**config.mk**
```make
export PLATFORM = sky130hd
export DESIGN_NAME = oqpsk_modulator
export DESIGN_NICKNAME = d
export VERILOG_FILES = /design/src/rtl/iq_mod_pkg.sv /design/src/rtl/half_sine_rom.sv /design/src/rtl/oqpsk_modulator.sv
export SDC_FILE = /design/constraint.sdc
export NUM_CORES = 1
export LEC_CHECK = 0
export CORE_ASPECT_RATIO = 1.4
export CORE_MARGIN = 5
export CORE_UTILIZATION = 40
export CTS_BUF_LIST = sky130_fd_sc_hd__clkbuf_8
export DETAILED_ROUTE_END_ITERATION = 12
export PLACE_DENSITY = 0.63
export SLEW_MARGIN = 10
export SYNTH_ARGS = -nofsm -noshare
export SYNTH_HDL_FRONTEND = slang
export SYNTH_SLANG_ARGS = --single-unit
```
**constraint.sdc**
```tcl
create_clock -name clk -period 1.9 [get_ports clk]
set_input_delay 0.285 -clock clk [delete_from_list [all_inputs] [get_ports clk]]
set_output_delay 0.285 -clock clk [all_outputs]
set_load 0.02 [all_outputs]
```
**src/rtl/iq_mod_pkg.sv**
```systemverilog
// Shared types and constants for the OQPSK transmit path.
// Latency: n/a (declarations and a constant function only).
// Backpressure: n/a.
package iq_mod_pkg;

    // 5-bit offset-binary sample; code 16 is the zero level.
    typedef logic [4:0] sample_t;

    localparam sample_t ZERO_LVL = 5'd16;

    typedef enum logic [1:0] {
        IDLE,
        RUN,
        TAIL
    } state_t;

    // Magnitude of the half-sine pulse at position n:
    // round(amp * sin(pi * n / (2*spt))), for n = 0..2*spt-1.
    // The sine comes from a short Taylor series. The angle is first folded
    // into [0, pi/2], which keeps the truncation error far below half an LSB.
    function automatic int half_sine_mag(input int spt, input int amp, input int n);
        real pi_c;
        real x;
        real term;
        real acc;
        pi_c = 3.14159265358979323846;
        x    = pi_c * real'(n) / real'(2 * spt);
        if (x > pi_c / 2.0) begin
            x = pi_c - x;
        end
        acc  = x;
        term = x;
        for (int k = 1; k <= 6; k++) begin
            term = -term * x * x / real'((2 * k) * (2 * k + 1));
            acc  = acc + term;
        end
        return int'(real'(amp) * acc);
    endfunction

endpackage

```
**src/rtl/half_sine_rom.sv**
```systemverilog
// Half-sine pulse ROM: maps a pulse index and a chip polarity to an offset-binary sample.
// Latency: combinational.
// Backpressure: none; the caller holds index and chip stable while stalled.
// Ports: index (pulse position 0..2*SPT-1), chip (1 = positive pulse), sample (16 +/- LUT[index]).
module half_sine_rom
    import iq_mod_pkg::*;
#(
    parameter int SPT = 4,
    parameter int AMP = 15,
    parameter int IW  = $clog2(2 * SPT)
) (
    input  logic [IW-1:0] index,
    input  logic          chip,
    output sample_t       sample
);

    logic [3:0] mag [2*SPT];

    // The table is fixed at elaboration, so each entry is a constant.
    for (genvar g = 0; g < 2 * SPT; g++) begin : g_lut
        localparam int M = half_sine_mag(SPT, AMP, g);
        assign mag[g] = 4'(M);
    end

    assign sample = chip ? (ZERO_LVL + {1'b0, mag[index]})
                         : (ZERO_LVL - {1'b0, mag[index]});

endmodule

```
**src/rtl/oqpsk_modulator.sv**
```systemverilog
// OQPSK modulator: serial chips -> half-sine shaped I/Q sample pairs, with Q offset by one chip.
// Latency: first sample valid one clock after the first chip is accepted; N chips -> (N+1)*SPT samples.
// Backpressure: a sample advances only on out_valid && pret; chips are taken through a one-entry buffer (chip_ready).
// Ports: clk, resetn (async active-low); chip_in/chip_valid/chip_last/chip_ready (chip input);
//        i_out/q_out/out_valid/pret (sample output); busy (burst active), underrun (sticky missing-chip flag).
module oqpsk_modulator
    import iq_mod_pkg::*;
#(
    parameter int SPT = 4,
    parameter int AMP = 15,
    parameter int W   = 5
) (
    input  logic         clk,
    input  logic         resetn,
    input  logic         chip_in,
    input  logic         chip_valid,
    input  logic         chip_last,
    output logic         chip_ready,
    output logic [W-1:0] i_out,
    output logic [W-1:0] q_out,
    output logic         out_valid,
    input  logic         pret,
    output logic         busy,
    output logic         underrun
);

    localparam int            PN      = 2 * SPT;
    localparam int            PW      = $clog2(PN);
    localparam logic [PW-1:0] PH_LAST = PW'(PN - 1);
    localparam logic [PW-1:0] PH_Q    = PW'(SPT);

    state_t        state;
    logic [PW-1:0] phase;
    logic [PW-1:0] next_phase;
    logic [PW-1:0] q_idx;
    logic          adv;
    logic          i_bnd;
    logic          q_bnd;
    logic          tail_done;

    // One-entry chip buffer.
    logic          buf_full;
    logic          buf_chip;
    logic          buf_last;

    // Per-rail pulse state. A rail that is not active outputs the zero level.
    logic          i_chip;
    logic          i_act;
    logic          q_chip;
    logic          q_act;
    // Marks which rail took the last chip. The burst ends when the phase
    // returns to that rail's boundary, which is one full pulse after the load.
    logic          last_on_q;

    sample_t       i_smp;
    sample_t       q_smp;

    assign adv        = out_valid && pret;
    assign next_phase = (phase == PH_LAST) ? '0 : phase + PW'(1);
    assign i_bnd      = (next_phase == '0);
    assign q_bnd      = (next_phase == PH_Q);
    assign q_idx      = (phase >= PH_Q) ? phase - PH_Q : phase + PH_Q;
    assign tail_done  = (state == TAIL) && (last_on_q ? q_bnd : i_bnd);

    assign chip_ready = !buf_full && (state != TAIL);

    half_sine_rom #(.SPT(SPT), .AMP(AMP), .IW(PW)) u_rom_i (
        .index  (phase),
        .chip   (i_chip),
        .sample (i_smp)
    );

    half_sine_rom #(.SPT(SPT), .AMP(AMP), .IW(PW)) u_rom_q (
        .index  (q_idx),
        .chip   (q_chip),
        .sample (q_smp)
    );

    // The outputs decode registered state only. They hold while pret is low,
    // and they drop to the zero level as soon as reset is asserted.
    assign i_out = i_act ? i_smp : ZERO_LVL;
    assign q_out = q_act ? q_smp : ZERO_LVL;

    always_ff @(posedge clk or negedge resetn) begin
        if (!resetn) begin
            state     <= IDLE;
            phase     <= '0;
            buf_full  <= 1'b0;
            buf_chip  <= 1'b0;
            buf_last  <= 1'b0;
            i_chip    <= 1'b0;
            i_act     <= 1'b0;
            q_chip    <= 1'b0;
            q_act     <= 1'b0;
            last_on_q <= 1'b0;
            out_valid <= 1'b0;
            busy      <= 1'b0;
            underrun  <= 1'b0;
        end else begin
            case (state)
                IDLE: begin
                    if (buf_full) begin
                        i_chip    <= buf_chip;
                        i_act     <= 1'b1;
                        q_act     <= 1'b0;
                        phase     <= '0;
                        buf_full  <= 1'b0;
                        out_valid <= 1'b1;
                        busy      <= 1'b1;
                        underrun  <= 1'b0;
                        last_on_q <= 1'b0;
                        state     <= buf_last ? TAIL : RUN;
                    end
                end
                RUN, TAIL: begin
                    if (adv) begin
                        phase <= next_phase;
                        if (tail_done) begin
                            state     <= IDLE;
                            phase     <= '0;
                            out_valid <= 1'b0;
                            busy      <= 1'b0;
                            i_act     <= 1'b0;
                            q_act     <= 1'b0;
                        end else if (i_bnd) begin
                            if (state == TAIL) begin
                                i_act <= 1'b0;
                            end else if (buf_full) begin
                                i_chip   <= buf_chip;
                                i_act    <= 1'b1;
                                buf_full <= 1'b0;
                                if (buf_last) begin
                                    state     <= TAIL;
                                    last_on_q <= 1'b0;
                                end
                            end else begin
                                i_act    <= 1'b0;
                                underrun <= 1'b1;
                            end
                        end else if (q_bnd) begin
                            if (state == TAIL) begin
                                q_act <= 1'b0;
                            end else if (buf_full) begin
                                q_chip   <= buf_chip;
                                q_act    <= 1'b1;
                                buf_full <= 1'b0;
                                if (buf_last) begin
                                    state     <= TAIL;
                                    last_on_q <= 1'b1;
                                end
                            end else begin
                                q_act    <= 1'b0;
                                underrun <= 1'b1;
                            end
                        end
                    end
                end
                default: state <= IDLE;
            endcase

            // chip_ready is low whenever the buffer is full, so an accept
            // never coincides with the consume above.
            if (chip_valid && chip_ready) begin
                buf_full <= 1'b1;
                buf_chip <= chip_in;
                buf_last <= chip_last;
            end
        end
    end

endmodule

```
## Yosys cells after proc, flatten, opt, wreduce, memory -nomap -nowiden

Memory sizes are Yosys's and may differ from the RTL's.
Index checks and enable logic that the tools add are counted.

- Memories kept: 2
- Word-level logic and storage cells: 142
- Flip-flop bits (word level): 15
- Memory bits (read-only): 64
- Output and inout bits: 14

- Reduce and logical (&&, ||, !) cells: 20
- Mux-type cells: 72
- Equality and inequality tests: 21
- Bitwise gates (word level): 5
- Magnitude comparators: 3
- $add $sub $neg: 7

Memory list:

| name | words | bits a word | rd ports | clocked after memory_dff | write ports | RTL line | source |
|---|---|---|---|---|---|---|---|
| (name not given) | 8 | 4 | 1 | 0 | 0 | half_sine_rom.sv:26 | `: (ZERO_LVL - {1'b0, mag[index]});` |
| (name not given) | 8 | 4 | 1 | 0 | 0 | half_sine_rom.sv:25 | `assign sample = chip ? (ZERO_LVL + {1'b0, mag[index]})` |

Operators by type and width:

| operator | count |
|---|---|
| $mux 1 | 41 |
| $mux 5 | 4 |
| $mux 2 | 9 |
| $ne 2x2->1 const B | 9 |
| $ne 3x3->1 const B | 6 |
| $mux 4 | 4 |
| $mux 3 | 5 |
| $reduce_and 5->1 | 3 |
| $pmux 1 s2 | 7 |
| $reduce_and 4->1 | 3 |
| $add 5x4->5 const A | 2 |
| $sub 5x4->5 const A | 2 |
| $ge 4x4->1 const B | 2 |
| $ne 4x4->1 const B | 2 |
| $not 3->4 | 2 |
| $reduce_and 8->1 | 1 |
| $reduce_and 7->1 | 1 |
| $eq 3x3->1 const B | 2 |
| $pmux 3 s2 | 1 |
| $reduce_and 3->1 | 2 |
| $logic_and 1x1->1 | 4 |
| $pmux 2 s2 | 1 |
| $add 3x1->3 const B | 1 |
| $add 3x3->3 const B | 1 |
| other kinds (11) | 13 |

## Depth between registers and ports, before layout

- Word-level depth: 9
- Mapped depth: 7
- Mapped depth without buffers: 7

## By module

Synthesis repeated with hierarchy kept, for this count alone.

- Cell total of the unflattened synthesis: 139
- Area, all modules: 1234.9 µm²

By module, submodules not included:

| module | times used | cells each | area each (µm²) |
|---|---|---|---|
| oqpsk_modulator | 1 | 109 | 1052.3 |
| half_sine_rom | 2 | 15 | 91.3 |

## Worst setup path after synthesis

No wires, ideal clock.

- Kind: flip-flop to output port
- From: register phase[0]
- To: output port i_out[1]
- Path buffers: 0
- Slack: -0.173 ns
- Arrival time: 1.788 ns
- Cell stages (with the launch flop): 8
- Cells stage by stage: dfrtp_1 -> inv_1 -> ha_1 -> and2_1 -> nor2_1 -> ha_1 -> nor2_1 -> a211oi_1

- Cells in the longest elaborated chain, start to end: 7

Ends and longest elaborated chain:

| what | RTL line | source |
|---|---|---|
| from (decl) | oqpsk_modulator.sv:33 | `logic [PW-1:0] phase;` |
| from (signal assigned) | oqpsk_modulator.sv:117 | `phase <= next_phase;` |
| $not 3->4 (implied by the code) (*) | half_sine_rom.sv:25, half_sine_rom.sv:26 |  |
| $mem_v2 8x4 (*) | -- |  |
| $mux 4 (implied by the code) (*) (2 in a row) | half_sine_rom.sv:26 |  |
| $sub 5x4->5 or $add 5x4->5 (tied branches) | half_sine_rom.sv:26, half_sine_rom.sv:25 |  |
| $mux 5 (*) | half_sine_rom.sv:25 |  |
| $mux 5 (*) | oqpsk_modulator.sv:81 | `assign i_out = i_act ? i_smp : ZERO_LVL;` |
| to (decl) | oqpsk_modulator.sv:19 | `output logic [W-1:0] i_out,` |

Every way passes the cells marked *; elsewhere a longest branch is shown, timed or not. The select of a mux whose other input is x is not followed.

## Worst setup path in the final report

- From: register phase[1]
- To: output port i_out[1]

Same word-level chain as after synthesis.

==> flow_summary.yaml <==
finish:
  proportion_of_layout_cells_with_a_drive_suffix_above_1: 0.4950
  largest_reg_flops: 3
  fillers: 234
  reg.largest.list: "phase: 3 flops, state: 2 flops"
  synthToLayoutAreaGrowth_pct: 66.67
  finalNetCount: 220
  antenna_cells_inserted: 0
  utilization: 0.6974
  largest_register_by_flop_count: "phase"
floorplan:
  fp.dieArea_um2: 4259
  die_width_um: 56.60
  floorplan.initialDensity: 0.4184
  row_count: 23
  core_area_um2: 2907
  ioPinCount: 20
  die-height_um: 75.24
global_route:
  grt_antenna_before_repair: 0
  wire_length_of_the_first_global_routing_pass_um: 6327
  grt_overflow: 0
  global_route.usage.total: 0.1916
  vias_in_the_first_global_route: 1409
  grt_max_degree: 12
timing:
  finalCritPeriodShare: 1.100
  grt_setup_unrepaired: "true"
  min_tclk_post_route_ns: 2.089
  fmax_mhz: 478.6
  maxSlewHeadroom: 0.7301
  maxSlewViolCount: 0
  finClkSkew_ns: 0.005819
  timing.setup.tns_ns: -0.7536
  setup-violations-final: 9
  worst_slew_pin_slew_ns: 0.4036
  slack_of_the_critical_path_ns: -0.1893
  hold_viol_final: 0
critical_path:
  crit_path_max_fanout: 4
  end_kind: "primary output"
  ordered_cell_list_for_the_critical_path: "inv_2, ha_4, and2_4, nor2_4, ha_4, nor2_2, a211oi_2, buf_4"
  critical_path_data_arrival_time_ns: 1.80
  regToRegStartpoint: "phase[1]$_DFFE_PN0P_"
  cp_slowest_cell: "dfrtp_2"
  regToRegSetupSlack_ns: -0.02
  critPathMostFrequentCell: "ha_4"
  critical_path_class: "register to primary output"
  critPathMaxStageDelay_ns: 0.44
  setup.worst_path.start_class: "register"
  timing.critical_path.required_ns: 1.62
  crit_start: "phase[1]$_DFFE_PN0P_"
power:
  power.leakage_nw: 0.9358
  total_power_uw: 692.6
  powerDensity_nw_per_um2: 341.7
  vdd_ir_drop_max_mv: 0.3530
run_status:
  run_status: "complete, but fails checks"
  failed_checks: "setup timing"
detailed_routing:
  routed_wl_um: 3768
  detailedRoute.firstPassIterationCount: 4
  detail_route.wl_per_cell_um: 15.90
  post-route-drc-count: 0
  detail_route.vias_per_cell: 5.346
  drt_iter0_drc: 56
  dr_total_vias: 1267
  final_antenna_net_count: 0
placement:
  port_buffers: 19
  dp.final_hpwl_um: 2682
  place_congestion: 0.8105
logic_synthesis:
  synth_nets: 156
  ys_seq_elements: 15
  synth_sequential_area_ratio: 0.3086
  synth-main-ff-cell: "dfrtp_1"
  synth.cells.most_frequent: "16 x nor2_1, 15 x dfrtp_1, 13 x ha_1"
  synth_top_area_frac: 0.3086
  syn_inst: 137
  synth.most_common_cell: "nor2_1"
  synth_async_sr_flop_share: 1.000
  synth_area_um2: 1216
  synth_area_per_cell_um2: 8.877
  yosys.area.top_type: "dfrtp_1"
  synth.distinct_cells: 39
  synthTopCellsByArea: "dfrtp_1 31%, ha_1 13%, nor2_1 4.9%"
  synth_edf_count: 0
  yosys_warnings: 0
clock_tree:
  clkSinkCount: 15
  cts-root-buf: "clkbuf_8"
  clock_latency_ns: 0.26
  ctsLongestPathBuffers: 2
  cts_tree: "done"
  h-tree-depth: 1
  clkTransAtPathRegs_ns: 0.07
  cts_inserted_buffers: 3
flow_run:
  drv_cap: 0
min_path:
  holdCritPathClass: "input port to asynchronous set/reset pin"
-- worst max-delay path, delay by kind of cell (launching register included) --
family,cells,cell delay [ns]
AO/OA/AOI/OAI,1,0.21
adder cells (fa/ha/maj),2,0.40
buffers and inverters,2,0.26
flip-flops,1,0.44
AND/OR/NAND/NOR,3,0.24
-- metal layers --
layer,vias up,global-route usage,part of all wire
met5,-,0,0
met2,39,0.3959,0.56
li1,607,-,-
met1,610,0.1837,0.38
met3,11,0.02401,0.034
met4,0,0.09235,0.025
-- area by class of cell --
class	count	area, um^2	area share
clock inverters	1	5.005	0.002469
repair buffers	63	541.8	0.2673
inverters	10	37.54	0.01852
well taps	37	46.29	0.02284
multi-input cells	108	978.4	0.4827
flip-flops and latches	15	376.6	0.1858
clock buffers	3	41.29	0.02037
-- layout by cell type (no fill, tap or decap), types with 2 or more instances in the layout --
cell type,n
a21oi_2,5
nand3_1,2
nor4_1,2
inv_1,8
nand4_1,2
nand2_1,12
nor2b_1,2
o21ai_0,7
ha_1,6
a21oi_1,4
inv_2,2
nor2_4,2
dfrtp_1,14
mux2_2,4
buf_4,38
nor2_1,12
clkdlybuf4s50_1,8
mux2_4,2
buf_6,14
ha_4,6
mux2i_1,3
clkbuf_8,3
mux2i_2,2
nor3_2,2
nor2b_4,2
nor2_2,2
-- cell families (layout without fill, tap and decap cells) --
family,Yosys count,in the layout,synth area share
xor gates and xnor gates,3,3,0.02161
muxes,12,12,0.1090
DFF,15,15,0.3086
AOI/OAI and AO/OA,31,31,0.1718
adders and majority gates,13,13,0.1337
buffers and inverters,14,77,0.05864
and+or+nand+nor,49,49,0.1965
-- repair_timing --
action | 4_1_cts | 5_1_grt
gates resized for setup | 88 | 15
setup endpoints to repair | 15 | 14
cloned | 0 | 0
hold buffers | 0 | 0
pin swaps | 15 | 13
setup buffers | 8 | 6
hold endpoints to repair | 0 | 0
-- where the power goes --
part / internal [mW] / leakage [nW] / switching, mW
clock: 0.146 / 0.0255 / 0.124
sequential: 0.337 / 0.183 / 0.0202
combinational: 0.0356 / 0.727 / 0.0301
-- metrics by stage --
| step | cell area [um^2] | hold slack (ns) | setup WS (ns) | std cells |
|---|---|---|---|---|
| 2_1_floorplan | 1241 | -0.01059 | 0.007668 | 137 |
| 3_3_place_gp | 1669 | 0.4830 | -0.3598 | 219 |
| 3_5_place_dp | 1669 | 0.5016 | -0.4225 | 219 |
| 4_1_cts | 1926 | 0.3359 | -0.1589 | 231 |
| 5_1_grt | 2027 | 0.3482 | -0.2243 | 237 |
| 6_report | 2027 | 0.3175 | -0.1893 | 237 |
-- path summary, 6_finish.rpt --
path / to / cells past startpoint
worst min register to register: buf_chip$_DFFE_PN0P_ / 1
max in group asynchronous: q_act$_DFFE_PN0P_ / 2
worst max-delay path: i_out[1] / 8
worst min-delay path: state[1]$_DFFE_PN0P_ / 1
min in group clk: buf_chip$_DFFE_PN0P_ / 1
worst max register to register: state[1]$_DFFE_PN0P_ / 7
Power figures use the tool's default switching activity.
